**src/rtl/if_program_controller.sv**
```systemverilog
// Debug sequencer for the fetch stage: loads instruction memory from UART bytes,
// then runs the program freely or one cycle at a time until the HALT word.
module if_program_controller #(
    parameter int NB_MEM_WIDTH = 8,
    parameter int NB_IM_DEPTH  = 8,
    parameter int NB_CYCLES    = 32
) (
    input  logic                    i_clock,
    input  logic                    i_reset,
    input  logic [NB_MEM_WIDTH-1:0] i_rx_data,
    input  logic                    i_rx_valid,
    input  logic                    i_halt,
    output logic                    o_im_enable,
    output logic                    o_write_enable,
    output logic [NB_MEM_WIDTH-1:0] o_write_data,
    output logic [NB_IM_DEPTH-1:0]  o_write_addr,
    output logic                    o_read_enable,
    output logic                    o_pc_enable,
    output logic                    o_pc_reset,
    output logic                    o_step_done,
    output logic                    o_load_done,
    output logic                    o_halted,
    output logic [NB_CYCLES-1:0]    o_cycle_count
);

    localparam logic [2:0] ST_IDLE        = 3'd0;
    localparam logic [2:0] ST_LOAD        = 3'd1;
    localparam logic [2:0] ST_LOAD_FINISH = 3'd2;
    localparam logic [2:0] ST_RUN         = 3'd3;
    localparam logic [2:0] ST_STEP_WAIT   = 3'd4;
    localparam logic [2:0] ST_STEP_EXEC   = 3'd5;
    localparam logic [2:0] ST_HALTED      = 3'd6;

    localparam logic [NB_MEM_WIDTH-1:0] CMD_LOAD = NB_MEM_WIDTH'(8'h4C);
    localparam logic [NB_MEM_WIDTH-1:0] CMD_CONT = NB_MEM_WIDTH'(8'h43);
    localparam logic [NB_MEM_WIDTH-1:0] CMD_STEP = NB_MEM_WIDTH'(8'h53);
    localparam logic [NB_MEM_WIDTH-1:0] CMD_NEXT = NB_MEM_WIDTH'(8'h4E);

    logic [2:0]              r_state;
    logic [NB_IM_DEPTH-1:0]  r_addr;
    logic                    r_word_ff;
    logic [NB_CYCLES-1:0]    r_cycle_count;
    logic                    r_im_enable;
    logic                    r_write_enable;
    logic [NB_MEM_WIDTH-1:0] r_write_data;
    logic [NB_IM_DEPTH-1:0]  r_write_addr;
    logic                    r_read_enable;
    logic                    r_pc_enable;
    logic                    r_pc_reset;
    logic                    r_step_done;
    logic                    r_load_done;
    logic                    r_halted;

    logic [2:0] w_next_state;
    logic       w_load_start;
    logic       w_load_byte;
    logic       w_word_ff;
    logic       w_load_last;

    // Running "every byte of this word so far was 0xFF"; restarts on each word's first byte.
    assign w_word_ff   = (r_addr[1:0] == 2'b00 || r_word_ff) && (i_rx_data == {NB_MEM_WIDTH{1'b1}});
    assign w_load_last = (r_addr[1:0] == 2'b11 && w_word_ff) || (r_addr == {NB_IM_DEPTH{1'b1}});

    always_comb begin
        // NOTE: every signal driven here gets a default first, so no latch is inferred.
        w_next_state = r_state;
        w_load_start = 1'b0;
        w_load_byte  = 1'b0;
        case (r_state)
            ST_IDLE: begin
                if (i_rx_valid && i_rx_data == CMD_LOAD) begin
                    w_next_state = ST_LOAD;
                    w_load_start = 1'b1;
                end else if (i_rx_valid && i_rx_data == CMD_CONT) begin
                    w_next_state = ST_RUN;
                end else if (i_rx_valid && i_rx_data == CMD_STEP) begin
                    w_next_state = ST_STEP_WAIT;
                end
            end
            ST_LOAD: begin
                if (i_rx_valid) begin
                    w_load_byte = 1'b1;
                    if (w_load_last) w_next_state = ST_LOAD_FINISH;
                end
            end
            ST_LOAD_FINISH: w_next_state = ST_IDLE;
            ST_RUN: begin
                if (i_halt) w_next_state = ST_HALTED;
            end
            ST_STEP_WAIT: begin
                if (i_halt) w_next_state = ST_HALTED;
                else if (i_rx_valid && i_rx_data == CMD_NEXT) w_next_state = ST_STEP_EXEC;
            end
            ST_STEP_EXEC: w_next_state = ST_STEP_WAIT;
            ST_HALTED: begin
                if (i_rx_valid && i_rx_data == CMD_LOAD) begin
                    w_next_state = ST_LOAD;
                    w_load_start = 1'b1;
                end
            end
            default: w_next_state = ST_IDLE;
        endcase
    end

    // Control outputs are registered from the next state so they line up with the state itself.
    always_ff @(posedge i_clock) begin
        if (!i_reset) begin
            // NOTE: all state is updated with non-blocking assignments, so every flop samples pre-edge values.
            r_state        <= ST_IDLE;
            r_addr         <= '0;
            r_word_ff      <= 1'b0;
            r_cycle_count  <= '0;
            r_im_enable    <= 1'b0;
            r_write_enable <= 1'b0;
            r_write_data   <= '0;
            r_write_addr   <= '0;
            r_read_enable  <= 1'b0;
            r_pc_enable    <= 1'b0;
            r_pc_reset     <= 1'b1;
            r_step_done    <= 1'b0;
            r_load_done    <= 1'b0;
            r_halted       <= 1'b0;
        end else begin
            r_state        <= w_next_state;
            r_write_enable <= w_load_byte;
            if (w_load_byte) begin
                r_write_data <= i_rx_data;
                r_write_addr <= r_addr;
                r_addr       <= r_addr + NB_IM_DEPTH'(1);
                r_word_ff    <= w_word_ff;
            end
            if (w_load_start) begin
                r_addr        <= '0;
                r_word_ff     <= 1'b0;
                r_cycle_count <= '0;
            end else if (r_pc_enable && r_cycle_count != {NB_CYCLES{1'b1}}) begin
                r_cycle_count <= r_cycle_count + NB_CYCLES'(1);
            end
            r_im_enable   <= 1'b1;
            r_load_done   <= (r_state == ST_LOAD_FINISH);
            r_step_done   <= (r_state == ST_STEP_EXEC);
            r_pc_enable   <= (w_next_state == ST_RUN) || (w_next_state == ST_STEP_EXEC);
            r_pc_reset    <= (w_next_state == ST_IDLE) || (w_next_state == ST_LOAD) ||
                             (w_next_state == ST_LOAD_FINISH);
            r_read_enable <= (w_next_state == ST_RUN) || (w_next_state == ST_STEP_WAIT) ||
                             (w_next_state == ST_STEP_EXEC);
            r_halted      <= (w_next_state == ST_HALTED);
        end
    end

    assign o_im_enable    = r_im_enable;
    assign o_write_enable = r_write_enable;
    assign o_write_data   = r_write_data;
    assign o_write_addr   = r_write_addr;
    assign o_read_enable  = r_read_enable;
    assign o_pc_enable    = r_pc_enable;
    assign o_pc_reset     = r_pc_reset;
    assign o_step_done    = r_step_done;
    assign o_load_done    = r_load_done;
    assign o_halted       = r_halted;
    assign o_cycle_count  = r_cycle_count;

endmodule

```
**config.mk**
```make
export PLATFORM = sky130hd
export DESIGN_NAME = if_program_controller
export DESIGN_NICKNAME = d
export VERILOG_FILES = /design/src/rtl/if_program_controller.sv
export SDC_FILE = /design/constraint.sdc
export NUM_CORES = 1
export LEC_CHECK = 0
export BUFFER_PORTS_ARGS = -buffer_cell sky130_fd_sc_hd__buf_2
export CORE_UTILIZATION = 35
export CTS_BUF_LIST = sky130_fd_sc_hd__clkbuf_4 sky130_fd_sc_hd__clkbuf_8 sky130_fd_sc_hd__clkbuf_16
export CTS_CLUSTER_SIZE = 24
export DETAILED_ROUTE_END_ITERATION = 16
export PLACE_DENSITY = 0.63
export SLEW_MARGIN = 30
export SYNTH_ARGS = -nofsm -noshare
export SYNTH_HDL_FRONTEND = slang
export SYNTH_SLANG_ARGS = --single-unit
```
**constraint.sdc**
```tcl
create_clock -name i_clock -period 5.92 [get_ports i_clock]
set_input_delay 0.888 -clock i_clock [delete_from_list [all_inputs] [get_ports i_clock]]
set_output_delay 0.888 -clock i_clock [all_outputs]
set_load 0.005 [all_outputs]
```
Word level (Yosys, flattened, before mapping)
Index checks and enable logic that the tools add are counted.

storage, ports and cells
  flip-flop bits (word level) = 68
  word-level logic and storage cells = 71

cells by class
  add/subtract/negate cells = 2
  eq/ne operators = 20
  multiplexer cells = 15
  bitwise gates (word level) = 1
  reduce and logical (&&, ||, !) cells = 19

operator list
  kind                   number
  $add 32x1->32 const B  1
  $eq 8x7->1 const B     4
  $ne 32x32->1 const B   1
  $mux 3                 9
  $eq 3x3->1 const B     6
  $pmux 3 s6             1
  $eq 8x8->1 const B     2
  $eq 3x2->1 const B     4
  $add 8x1->8 const B    1
  $logic_and 1x1->1      7
  $logic_or 1x1->1       7
  $eq 3x1->1 const B     2
  $logic_not 3->1        2
  $mux 1                 5
  $reduce_or 2->1        2
  $eq 2x2->1 const B     1
  $logic_not 2->1        1
  $not 1->1              1

Longest topological paths before layout
Gate-level depths: netlist (run 1).

  depth after elaboration = 11
  depth in mapped cells = 7
  mapped depth without buffers = 7

Least setup slack after synthesis (run 1)
Ideal clock, no wire load.

  path type = input to register
  from = input i_rx_data[7]
  to = register r_cycle_count[0] (netlist: o_cycle_count[0])
  library setup time = 128 ps
  data arrival time = 2620 ps
  path slack = 3173 ps
  cell stages on the path = 6
  buffers on the path = 2
  path through = or4bb_1 > or3_1 > o21ai_1 > clkbuf_1 > clkbuf_1 > nor2_1

on the way
  longest elaborated chain between the ends = 5

RTL lines
  element                    RTL line  RTL
  from (decl)                10        input logic [NB_MEM_WIDTH-1:0] i_rx_data,
  $eq 8x7->1                 71, 96
  $logic_and 1x1->1          71, 96
  $mux 1                     71, 96
  $mux 1                     --
  $reduce_or 2->1 (no line)  --
  to (signal assigned)       137       r_cycle_count <= r_cycle_count + NB_CYCLES'(1);
  to (decl)                  42        logic [NB_CYCLES-1:0] r_cycle_count;

No other way between the ends.
A chain may end at the register's enable or synchronous reset.

Final worst setup path (run 1)
  from = register r_cycle_count[25] (netlist: o_cycle_count[25])
  to = register r_cycle_count[17] (netlist: o_cycle_count[17])

on the way
  longest elaborated chain between the ends = 2

RTL lines
  element            RTL line  RTL
  $ne 32x32->1       136       end else if (r_pc_enable && r_cycle_count != {NB_CYCLES{1'b1}}) begin
  $logic_and 1x1->1  136

No other way between the ends.

==> summary.md, run 1 <==
| Metric | Value |
|---|---|
| Average footprint of a synthesized cell | 8.32 um^2 |
| Number of I/O port buffers | 67 |
| Kind of end point of the critical path | register |
| Worst Hold Class | reg -> reg |
| TritonCTS buffer count | 9 |
| DPL Wire Length | 5260 um |
| Initial Utilization | 36.1% |
| Setup TNS | 0 ns |
| Fin. Hold Viols | 0 |
| Power Dens Cells | 238 mW/mm^2 |
| Number of distinct library cell variants in the gate-level netlist after synthesis | 47 |
| Syn_nets | 393 |
| Worst setup skew after layout | 0.00998 ns |
| Run status | completed |
| CTS-repair resized insts | 0 |
| Post-synthesis sequential area ratio | 43.3% |
| Most common library cell in the layout ignoring fill and taps | sky130_fd_sc_hd__dfxtp_1 |
| Floorplan die area | 0.00937 mm^2 |
| Layout-stage area growth over the synthesis result | 20.4% |
| 1st-pass router iterations | 4 |
| Vias post-DR | 2927 |
| Wire length per cell after detailed routing | 13.3 um |
| Die W | 96.8 um |
| Data arrival time of the critical path | 2.82 ns |
| Routed wire length | 7360 um |
| Share of layout cells above drive strength 1 | 21.3% |
| Post-synthesis cell type with the largest combined area | sky130_fd_sc_hd__dfxtp_1 |
| Worst-margin pin slew | 0.821 ns |
| Post-Place Worst Slack | 3.08 ns |
| Fill count | 884 |
| Mapped Area | 0.00314 mm^2 |
| Post-Syn Instances | 378 |
| Max Slew Vio Count | 0 |
| Global-route wire length before repair | 12500 um |
| Final net count | 457 |
| Number of maximum-capacitance constraint violations | 0 |
| Largest net degree at the start of global routing | 40 |
| Quantity of hold-fixing buffers added after cts | 0 |
| Antenna violations before repair | 0 |
| YS warnings | 0 |
| Number of sinks handled by clock tree synthesis | 68 |
| Leading cell types in the layout, fill and taps excluded | sky130_fd_sc_hd__dfxtp_1 (68), sky130_fd_sc_hd__buf_2 (67), sky130_fd_sc_hd__nand2_1 (60) |
| Pleak | 1.41 nW |
| Post-CTS Setup Inserts | 0 |
| Worst setup path class | reg -> reg |
| Diodes inserted | 0 |
| Post-synth top area share | 43.3% |
| Global routing usage summed across all routing layers | 16.1% |
| Setup slack after layout | 3.36 ns |
| DRT antenna net count | 0 |
| Max clock buf depth | 2 |
| Remaining routing DRC violations | 0 |
| Vias per cell | 5.28 |
| Worst setup SP type | register |
| Remaining global-route overflow | 0 |
| Critical path fanouts, max | 12 |
| Number of top-level design ports | 68 |
| Die height | 96.8 um |
| H-tree level count | 3 |
| Placer congestion estimate | 0.784 |
| Number of cell rows | 34 |
| Relative max-transition margin | 44.7% |
| Final Critical Period | 2.56 ns |
| Cells taking the most area after synthesis | sky130_fd_sc_hd__dfxtp_1 (43%), sky130_fd_sc_hd__nand2_1 (7.2%), sky130_fd_sc_hd__a21oi_1 (4.5%), sky130_fd_sc_hd__a21boi_0 (4.1%), sky130_fd_sc_hd__o21ai_0 (3.8%) |
| Number of DRC markers in iteration 0 | 88 |
| Highest clock rate | 391 MHz |
| Core area | 0.00872 mm^2 |
| Vias in the first global route | 2769 |
| Clock tree root driver cell | sky130_fd_sc_hd__clkbuf_8 |
| # setup viols final | 0 |
| TritonCTS clock tree | built |
| Setup repair after global routing missed its margin | false |
| Yosys reg bits | 68 |
| Latest clock arrival within the worst-skew pair | 0.34 ns |
| Data required time of the worst path | 6.19 ns |
| Final critical-path share of the clock period | 43.2% |
| Clock transition at the register clock pins on the worst setup and hold paths after CTS | 0.07 ns |
| VDD IR-drop max | 101 uV |
==> synthesized netlist by cell type (all sizes together) <==
cell type,count
clkbuf,14
o2111ai,2
a22o,1
inv,8
a21boi,17
or4,6
o21ai,25
o21a,3
nor3,4
xor2,8
nand2,60
or4bb,2
a2111oi,1
o21bai,1
ha,3
and4b,1
nand4b,1
o31ai,5
xnor2,9
buf,2
nor2,25
nor4bb,2
a41oi,1
and2,5
nand3b,2
nor2b,4
or2,1
and4,5
a21oi,28
o211ai,1
nand4,15
and3,6
o41a,1
a31oi,1
or3,18
nand3,11
nand2b,1
dfxtp,68
nor4,7
a211oi,3
==> per-layer routing <==
| layer | vias to the layer above | share of wire, % | track usage [%] |
|---|---|---|---|
| li1 | 1489 | - | - |
| met1 | 1367 | 45 | 18.6 |
| met2 | 61 | 49 | 28.2 |
| met3 | 10 | 4.2 | 4.62 |
| met4 | 0 | 1.3 | 5.74 |
| met5 | - | 0 | 0 |
==> metrics by stage <==
stage | cells | utilization (%) | area, um^2 | total power, mW | hold slack (ns)
finish | 554 | 43.4 | 3790 | 0.900 | 0.455
global route | 554 | 43.4 | 3790 | 0.940 | 0.490
CTS | 554 | 43.3 | 3770 | 0.914 | 0.462
detailed placement | 539 | 41.0 | 3580 | 0.529 | 0.452
global placement | 539 | 41.0 | 3580 | 0.528 | 0.442
floorplan | 378 | - | 3140 | 0.509 | 0.432
==> registers in the layout, indices dropped and copies added, names as in the netlist <==
register / count
r_state: 3
o_cycle_count: 32
o_write_data: 8
r_word_ff: 1
o_im_enable: 1
o_step_done: 1
r_addr: 8
o_write_addr: 8
o_halted: 1
o_read_enable: 1
o_write_enable: 1
o_pc_reset: 1
o_pc_enable: 1
o_load_done: 1
==> power by group <==
group,internal [mW],switching (mW)
clock,0.217,0.165
combinational,0.0200,0.0285
sequential,0.463,0.00648
==> critical path, cell delays in order (launching register included) <==
cell                      delay [ns]
sky130_fd_sc_hd__dfxtp_1        0.45
sky130_fd_sc_hd__nand4_1        0.28
sky130_fd_sc_hd__or4_1          0.77
sky130_fd_sc_hd__o31ai_2        0.63
sky130_fd_sc_hd__o21ai_0        0.19
sky130_fd_sc_hd__a21oi_1        0.16
==> cell type report <==
cell class                 instances  area (um^2)  area share [%]
clock inverter                     2         35.0           0.925
inverter                           8         30.0           0.793
timing repair buffer              69          350            9.25
multi-input combinational        286         1710            45.3
tap                              108          135            3.57
sequential                        68         1360            36.0
clock buffer                      13          160            4.23
==> kinds of logic after synthesis <==
logic type	count (synthesis)	synth area share, %
adder cells (fa/ha/maj)	3	1.19
AO/OA/AOI/OAI	90	18.0
flip-flops	68	43.3
XOR/XNOR	17	4.74
AND/OR/NAND/NOR	176	29.6
buffers and inverters	24	3.14
==> path summary, 6_finish.rpt <==
check / slack (ns) / cells after the start / endpoint / from
worst max-delay path: 3.36 / 5 / o_cycle_count[17] / o_cycle_count[25]
worst min-delay path: 0.46 / 2 / r_word_ff / r_word_ff
worst max register to register: 3.36 / 5 / o_cycle_count[17] / o_cycle_count[25]
worst min register to register: 0.46 / 2 / r_word_ff / r_word_ff
(Power assumes the default switching activity.)
==> run 2, diff against run 1 <==
--- a/config.mk
+++ b/config.mk
@@ -5,12 +5,13 @@
 export SDC_FILE = /design/constraint.sdc
 export NUM_CORES = 1
 export LEC_CHECK = 0
+export ABC_AREA = 1
 export BUFFER_PORTS_ARGS = -buffer_cell sky130_fd_sc_hd__buf_2
 export CORE_UTILIZATION = 35
 export CTS_BUF_LIST = sky130_fd_sc_hd__clkbuf_4 sky130_fd_sc_hd__clkbuf_8 sky130_fd_sc_hd__clkbuf_16
 export CTS_CLUSTER_SIZE = 24
 export DETAILED_ROUTE_END_ITERATION = 16
-export PLACE_DENSITY = 0.63
+export PLACE_DENSITY = 0.62
 export SLEW_MARGIN = 30
 export SYNTH_ARGS = -nofsm -noshare
 export SYNTH_HDL_FRONTEND = slang
==> constraint.sdc (replaced) <==
create_clock -name i_clock -period 2.6 [get_ports i_clock]
set_input_delay 0.39 -clock i_clock [delete_from_list [all_inputs] [get_ports i_clock]]
set_output_delay 0.39 -clock i_clock [all_outputs]
set_load 0.005 [all_outputs]
==> summary.md, run 2 <==
| Metric | Value |
|---|---|
| Run status | completed |
| Leading cell types in the layout, fill and taps excluded | sky130_fd_sc_hd__nand2_1 (177), sky130_fd_sc_hd__nor2_1 (81), sky130_fd_sc_hd__dfxtp_1 (68) |
| Worst setup path class | reg -> reg |
| Setup slack after layout | 0.295 ns (-3.07 ns) |
| Family with the most delay on the worst path | simple AND/OR/NAND/NOR gates |
| Final cell utilization of the core | 41.8% (-1.6 points) |
| Average footprint of a synthesized cell | 6.58 um^2 (-21%) |
| Share of layout cells above drive strength 1 | 19.7% (-1.6 points) |
| Multiplexer area fraction after synthesis | 0% (unchanged) |
| Setup repair after global routing missed its margin | false |
| H-tree level count | 3 (unchanged) |
| Final Critical Period | 2.31 ns (-0.251 ns) |
| Number of stages on the worst hold path | 3 (+1) |
| # setup viols final | 0 (unchanged) |
| Combinational share of power | 5.6% (+0.2 points) |
| Antenna violations before repair | 0 (unchanged) |
| Max clock buf depth | 2 (unchanged) |
| Share of power burned in registers | 52.8% (+0.6 points) |
| Main combinational cell family by area after synthesis | simple AND/OR/NAND/NOR gates |
| Fill count | 1134 (+28%) |
| Sw frac | 27.1% (+4.9 points) |
| Clock tree root driver cell | sky130_fd_sc_hd__clkbuf_8 |
| Kind of end point of the critical path | register |
| Mapped Area | 0.00372 mm^2 (+18%) |
| Latest clock arrival within the worst-skew pair | 0.37 ns (+0.03 ns) |
| Post-CTS Setup Inserts | 0 (unchanged) |
| Sw Pwr | 0.548 mW (+170%) |
| Number of cells traversed by the worst register-to-register path | 10 (+5) |
| Slowest stage cell on the critical path | sky130_fd_sc_hd__dfxtp_1 |
| Remaining global-route overflow | 0 (unchanged) |
| Area share of fa/ha/maj cells after synthesis | 1.01% (-0.18 points) |
| Quantity of hold-fixing buffers added after cts | 0 (unchanged) |
| Worst Hold Class | in -> reg |
| Pleak | 1.75 nW (+24%) |
| Number of distinct library cell variants in the gate-level netlist after synthesis | 29 (-38%) |
| Critical path fanouts, max | 23 (+11) |
| Die W | 105 um (+8.6%) |
| Internal Power | 1.47 mW (+110%) |
| Post-synth top flop | sky130_fd_sc_hd__dfxtp_1 |
| Post-Syn Instances | 565 (+49%) |
| Worst-path cell chain | ha_1 -> nand2_1 -> nor2_2 -> nand2_1 -> nor2_1 -> nand2_1 -> nand2_2 -> inv_1 -> nand2_1 -> a21oi_2 |
| Number of flops mapped to enable cells by yosys | 0 (unchanged) |
| Highest clock rate | 434 MHz (+11%) |
| Core area | 0.0103 mm^2 (+18%) |
| Count leader, synth | sky130_fd_sc_hd__nand2_1 |
| Area share of and/or/nand/nor cells after synthesis | 38.2% (+8.6 points) |
| TritonCTS clock tree | built |
| Biggest cell delay along the critical path | 0.41 ns (-0.36 ns) |
| Most common library cell in the layout ignoring fill and taps | sky130_fd_sc_hd__nand2_1 |
| Post-synthesis cell type with the largest combined area | sky130_fd_sc_hd__dfxtp_1 |
| Remaining routing DRC violations | 0 (unchanged) |
| Post-Place Worst Slack | 0.300 ns (-2.78 ns) |
| CTS-repair resized insts | 0 (unchanged) |
| Final critical-path share of the clock period | 88.7% (+45 points) |
| Data required time of the worst path | 2.85 ns (-3.34 ns) |
| VDD IR-drop max | 277 uV (+180%) |
| Placer congestion estimate | 0.880 (+12%) |
| Final net count | 648 (+42%) |
| Fin. Hold Viols | 0 (unchanged) |
| Die height | 105 um (+8.6%) |
| Buffering stage count on the worst path with inverters included | 1 (+1) |
| TritonCTS buffer count | 9 (unchanged) |
| Reg-to-reg setup timing slack | 0.29 ns (-3.07 ns) |
| Flip-flop count of the largest register after layout | 32 (unchanged) |
| Post-synthesis sequential area ratio | 36.6% (-6.7 points) |
| Diodes inserted | 0 (unchanged) |
| Syn_nets | 580 (+48%) |
| Global-route wire length before repair | 16100 um (+29%) |
| Clock transition at the register clock pins on the worst setup and hold paths after CTS | 0.08 ns (about the same) |
| Setup TNS | 0 ns (unchanged) |
| Number of cell rows | 37 (+8.8%) |
| Floorplan die area | 0.0110 mm^2 (+18%) |
| Routed wire length | 9720 um (+32%) |
| DPL Wire Length | 7320 um (+39%) |
| Vias post-DR | 3739 (+28%) |
| Clock power frac | 41.6% (-0.8 points) |
| Number of DRC markers in iteration 0 | 197 (+120%) |
| CP Capture Point | o_cycle_count[18] |
| Critical Path Most Common Cell | sky130_fd_sc_hd__nand2_1 |
| Vias per cell | 4.83 (-8.6%) |
| Number of maximum-capacitance constraint violations | 0 (unchanged) |
| Worst setup SP type | register |
| Cells taking the most area after synthesis | sky130_fd_sc_hd__dfxtp_1 (37%), sky130_fd_sc_hd__nand2_1 (18%), sky130_fd_sc_hd__nor2_1 (8.2%), sky130_fd_sc_hd__inv_1 (6.3%), sky130_fd_sc_hd__a21oi_2 (5.4%) |
| Compound-cell area share of the yosys netlist | 11.9% (-6.0 points) |
| Wire length per cell after detailed routing | 12.6 um (-5.5%) |
| Start of the worst register-to-register path | o_cycle_count[1] |
| Post-synth top area share | 36.6% (-6.7 points) |
| Layout-stage area growth over the synthesis result | 16.2% |
| Number of top-level design ports | 68 (unchanged) |
| Post-synthesis async set-or-reset flop share | 0% (unchanged) |
| Initial Utilization | 36.0% (-0.047 points) |
| Number of logic stages on the critical path including buffering | 10 (+5) |
| Synth Area in XOR/XNOR | 2.36% (-2.4 points) |
| Global routing usage summed across all routing layers | 18.3% (+2.2 points) |
| YS warnings | 0 (unchanged) |
| Max Slew Vio Count | 0 (unchanged) |
| Worst R2R End | o_cycle_count[18] |
| Worst Hold Margin | 0.290 ns (-0.166 ns) |
| Largest net degree at the start of global routing | 27 (-33%) |
| Worst-margin pin slew | 0.753 ns (-0.0684 ns) |
| Synth top cells by count | sky130_fd_sc_hd__nand2_1 (177), sky130_fd_sc_hd__nor2_1 (81), sky130_fd_sc_hd__dfxtp_1 (68) |
| Worst setup skew after layout | 0.0101 ns (+0.000127 ns) |
| Data arrival time of the critical path | 2.55 ns (-0.27 ns) |
| Startpoint of the worst setup timing path | o_cycle_count[1] |
| DRT antenna net count | 0 (unchanged) |
| Yosys reg bits | 68 (unchanged) |
| Number of sinks handled by clock tree synthesis | 68 (unchanged) |
| Relative max-transition margin | 49.7% (+5.0 points) |
| Number of I/O port buffers | 67 (unchanged) |
| Power Dens Cells | 468 mW/mm^2 (+97%) |
| 1st-pass router iterations | 5 (+1) |
| Vias in the first global route | 3429 (+24%) |
-- run 2: cell types whose count changed after synthesis, sizes merged, moves of 9 or more --
cell	delta
buf	+9
a21boi	-17
nand3	+16
nand2	+122
or3	-18
nor2	+58
nor3	+23
inv	+56
clkbuf	-10
a21oi	+12
-- run 2: how the worst min path moves through the flow --
stage / to / start / slack (ns)
floorplan: o_im_enable / i_reset / 0.42
global placement: r_word_ff / r_word_ff / 0.45
detailed placement: r_word_ff / r_word_ff / 0.45
CTS: o_write_data[3] / i_rx_data[3] / 0.28
global route: o_write_data[3] / i_rx_data[3] / 0.29
finish: o_write_data[2] / i_rx_data[2] / 0.29
-- run 2: area by class of cell --
cell class | instances | area, um^2 | share of cell area [%]
well taps | 136 | 170 | 3.94
clock buffers | 10 | 138 | 3.19
repair buffers | 72 | 373 | 8.63
inverters | 64 | 240 | 5.56
multi-input cells | 418 | 1990 | 46.1
flip-flops and latches | 68 | 1360 | 31.5
clock inverters | 6 | 47.5 | 1.10
-- run 2: power by group through the flow --
stage               clock network (mW)  logic (mW)  registers (mW)
floorplan                            0      0.0717            1.09
global placement                     0       0.113            1.09
detailed placement                   0       0.114            1.09
CTS                              0.864       0.114            1.07
global route                     0.903       0.128            1.07
finish                           0.840       0.113            1.07
-- run 2: cell families (layout without fill, tap and decap cells) --
group / after synthesis / count (layout)
AND/OR/NAND/NOR: 335 / 335
buffers and inverters: 79 / 152
AO/OA/AOI/OAI: 70 / 70
flip-flops: 68 / 68
XOR/XNOR: 10 / 10
adder cells (fa/ha/maj): 3 / 3
-- run 2: worst reg2reg max path, stage by stage, from the launching register on --
cell	delay, ns
sky130_fd_sc_hd__dfxtp_1	0.41
sky130_fd_sc_hd__ha_1	0.25
sky130_fd_sc_hd__nand2_1	0.11
sky130_fd_sc_hd__nor2_2	0.16
sky130_fd_sc_hd__nand2_1	0.11
sky130_fd_sc_hd__nor2_1	0.12
sky130_fd_sc_hd__nand2_1	0.10
sky130_fd_sc_hd__nand2_2	0.23
sky130_fd_sc_hd__inv_1	0.41
sky130_fd_sc_hd__nand2_1	0.22
sky130_fd_sc_hd__a21oi_2	0.06
-- run 2: routing by layer --
metal  wire, um  up-vias  global-route usage [%]
met3        401       10                    4.43
met4        122        0                    6.84
li1           -     1923                       -
met5          0        -                       0
met1       4760     1722                    23.7
met2       4440       84                    29.4
-- run 2: through the flow --
| stage | cell area (um^2) | total power, mW | instances |
|---|---|---|---|
| final | 4320 | 2.02 | 774 |
| after global routing | 4320 | 2.10 | 774 |
| after global placement | 4130 | 1.20 | 758 |
| after detailed placement | 4130 | 1.21 | 758 |
| after floorplan | 3720 | 1.16 | 565 |
| after CTS | 4320 | 2.05 | 774 |
==> run 3, diff against run 2 <==
--- a/config.mk
+++ b/config.mk
@@ -5,13 +5,13 @@
 export SDC_FILE = /design/constraint.sdc
 export NUM_CORES = 1
 export LEC_CHECK = 0
-export ABC_AREA = 1
 export BUFFER_PORTS_ARGS = -buffer_cell sky130_fd_sc_hd__buf_2
 export CORE_UTILIZATION = 35
 export CTS_BUF_LIST = sky130_fd_sc_hd__clkbuf_4 sky130_fd_sc_hd__clkbuf_8 sky130_fd_sc_hd__clkbuf_16
 export CTS_CLUSTER_SIZE = 24
 export DETAILED_ROUTE_END_ITERATION = 16
-export PLACE_DENSITY = 0.62
+export PLACE_DENSITY = 0.63
+export RECOVER_POWER = 50
 export SLEW_MARGIN = 30
 export SYNTH_ARGS = -nofsm -noshare
 export SYNTH_HDL_FRONTEND = slang
==> summary.md, run 3 (same netlist as run 1, synthesis figures left out) <==
| Metric | Value |
|---|---|
| DPL Wire Length | 5380 um (-27%) |
| Remaining routing DRC violations | 0 (unchanged) |
| Worst setup skew after layout | 0.00744 ns (-0.00267 ns) |
| Detail Route met2 WL | 3630 um (-18%) |
| Power Dens Cells | 546 mW/mm^2 (+17%) |
| Remaining global-route overflow | 0 (unchanged) |
| 1st-pass router iterations | 4 (-1) |
| Worst Hold Margin | 0.315 ns (+0.0252 ns) |
| Slowest stage cell on the critical path | sky130_fd_sc_hd__or4_4 |
| CTS-repair resized insts | 0 (unchanged) |
| Kind of end point of the critical path | register |
| Sequential cell area | 0.00136 mm^2 (unchanged) |
| Data required time of the worst path | 2.88 ns (+0.03 ns) |
| Worst Hold Class | in -> reg |
| Most common library cell in the layout ignoring fill and taps | sky130_fd_sc_hd__dfxtp_1 |
| Layout-stage area growth over the synthesis result | 22.1% |
| Max clock buf depth | 2 (unchanged) |
| Latest clock arrival within the worst-skew pair | 0.35 ns (-0.02 ns) |
| VDD IR-drop max | 219 uV (-21%) |
| Pleak | 1.37 nW (-22%) |
| Clock power frac | 43.6% (+2.0 points) |
| Clock transition at the register clock pins on the worst setup and hold paths after CTS | 0.08 ns (about the same) |
| Setup repair after global routing missed its margin | false |
| Fin. Hold Viols | 0 (unchanged) |
| Routed length on met1 | 3350 um (-30%) |
| Clock tree root driver cell | sky130_fd_sc_hd__clkbuf_8 |
| Fill count | 887 (-22%) |
| Max Slew Vio Count | 0 (unchanged) |
| Number of sinks handled by clock tree synthesis | 68 (unchanged) |
| Post-Place Worst Slack | 0.280 ns (-0.0201 ns) |
| Number of cell rows | 34 (-8.1%) |
| Initial Utilization | 36.1% (+0.047 points) |
| Run status | completed |
| Global-route wire length before repair | 12200 um (-24%) |
| Detailed-routed wire length on met3 | 359 um (-10%) |
| Final cell utilization of the core | 44.0% (+2.2 points) |
| Sw frac | 23.8% (-3.3 points) |
| Global routing usage summed across all routing layers | 16.1% (-2.2 points) |
| Share of power burned in registers | 50.9% (-1.9 points) |
| Highest clock rate | 427 MHz (-1.6%) |
| Biggest cell delay along the critical path | 0.61 ns (+0.20 ns) |
| Diodes inserted | 0 (unchanged) |
| Number of top-level design ports | 68 (unchanged) |
| # setup viols final | 0 (unchanged) |
| Worst-margin pin slew | 1.03 ns (+0.280 ns) |
| Routed wire length | 7440 um (-23%) |
| Largest net degree at the start of global routing | 26 (-3.7%) |
| Family with the most delay on the worst path | simple AND/OR/NAND/NOR gates |
| Setup slack after layout | 0.257 ns (-0.0373 ns) |
| Floorplan die area | 0.00937 mm^2 (-15%) |
| Number of stages on the worst hold path | 3 (unchanged) |
| Vias in the first global route | 2633 (-23%) |
| Sw Pwr | 0.500 mW (-8.8%) |
| Setup TNS | 0 ns (unchanged) |
| Critical path fanouts, max | 8 (-65%) |
| Final critical-path share of the clock period | 90.1% (+1.4 points) |
| Internal Power | 1.60 mW (+8.5%) |
| Die height | 96.8 um (-7.9%) |
| Worst setup path class | reg -> reg |
| TritonCTS buffer count | 9 (unchanged) |
| Wire length per cell after detailed routing | 13.1 um (+4.7%) |
| Share of layout cells above drive strength 1 | 18.1% (-1.6 points) |
| Final net count | 468 (-28%) |
| Number of cells traversed by the worst register-to-register path | 5 (-5) |
| Core area | 0.00872 mm^2 (-16%) |
| Final Critical Period | 2.34 ns (+0.0373 ns) |
| Number of maximum-capacitance constraint violations | 0 (unchanged) |
| Flip-flop count of the largest register after layout | 32 (unchanged) |
| Critical Path Most Common Cell | sky130_fd_sc_hd__or4_4 |
| Number of logic stages on the critical path including buffering | 5 (-5) |
| Vias per cell | 5.23 (+8.3%) |
| TritonCTS clock tree | built |
| Antenna violations before repair | 0 (unchanged) |
| Combinational share of power | 5.4% (-0.2 points) |
| Die W | 96.8 um (-7.9%) |
| Worst-path cell chain | nand4_2 -> or4_4 -> or4_4 -> or4_1 -> a21oi_1 |
| Quantity of hold-fixing buffers added after cts | 0 (unchanged) |
| Uppermost metal layer occupied by signal nets | met4 |
| DRT antenna net count | 0 (unchanged) |
| Buffering stage count on the worst path with inverters included | 0 (-1) |
| Data arrival time of the critical path | 2.62 ns (+0.07 ns) |
| Worst setup SP type | register |
| Relative max-transition margin | 31.1% (-19 points) |
| Area of combinational cells with multiple inputs | 0.00170 mm^2 (-14%) |
| Leading cell types in the layout, fill and taps excluded | sky130_fd_sc_hd__dfxtp_1 (68), sky130_fd_sc_hd__nand2_1 (60), sky130_fd_sc_hd__buf_2 (48) |
| Vias post-DR | 2962 (-21%) |
| Placer congestion estimate | 0.778 (-12%) |
| Number of I/O port buffers | 67 (unchanged) |
| Number of DRC markers in iteration 0 | 95 (-52%) |
| Post-CTS Setup Inserts | 0 (unchanged) |
| H-tree level count | 3 (unchanged) |
==> run 3: cell types whose count changed in the layout (fill, tap and decap cells not counted), sizes merged, moves of 17 or more <==
cell    previous run  this run
or3                0        18
clkbuf            10        33
a21boi             0        17
inv               65         8
nor2              83        25
nor3              27         4
nand2            182        60
==> run 3: power by group through the flow <==
stage | clock network, mW | logic, mW | registers [mW]
2_1_floorplan | 0 | 0.0726 | 1.09
3_3_place_gp | 0 | 0.113 | 1.09
3_5_place_dp | 0 | 0.116 | 1.09
4_1_cts | 0.941 | 0.116 | 1.07
5_1_grt | 0.986 | 0.127 | 1.07
6_report | 0.915 | 0.114 | 1.07
==> run 3: path summary, 6_finish.rpt <==
path                                         from           endpoint  slack [ns]
worst max-delay path            o_cycle_count[11]  o_cycle_count[28]        0.26
worst min-delay path                 i_rx_data[6]    o_write_data[6]        0.31
worst max register to register  o_cycle_count[11]  o_cycle_count[28]        0.26
worst min register to register          r_word_ff          r_word_ff        0.46
==> run 3: final cells by class <==
type	instances	share of cell area [%]
multi-input cells	286	44.4
flip-flops and latches	68	35.5
repair buffers	80	10.4
clock buffers	11	3.94
well taps	108	3.52
clock inverters	5	1.56
inverters	8	0.782
==> run 3: through the flow <==
| stage | area (um^2) | instances | power [mW] |
|---|---|---|---|
| global route | 3840 | 566 | 2.18 |
| global placement | 3660 | 550 | 1.21 |
| finish | 3840 | 566 | 2.10 |
| detailed placement | 3660 | 550 | 1.21 |
| CTS | 3870 | 566 | 2.13 |
| floorplan | 3140 | 378 | 1.16 |
==> run 3: worst reg2reg max path: cells and delay by family (launching register included) <==
| family | cells | cell delay [ns] |
|---|---|---|
| compound gates | 1 | 0.14 |
| flops | 1 | 0.43 |
| simple gates | 4 | 1.72 |
==> run 3: per-layer routing <==
metal,GRT usage [%],up-vias
met5,0,-
met4,6.31,0
met3,4.62,7
met2,26.8,71
met1,19.6,1369
li1,-,1515
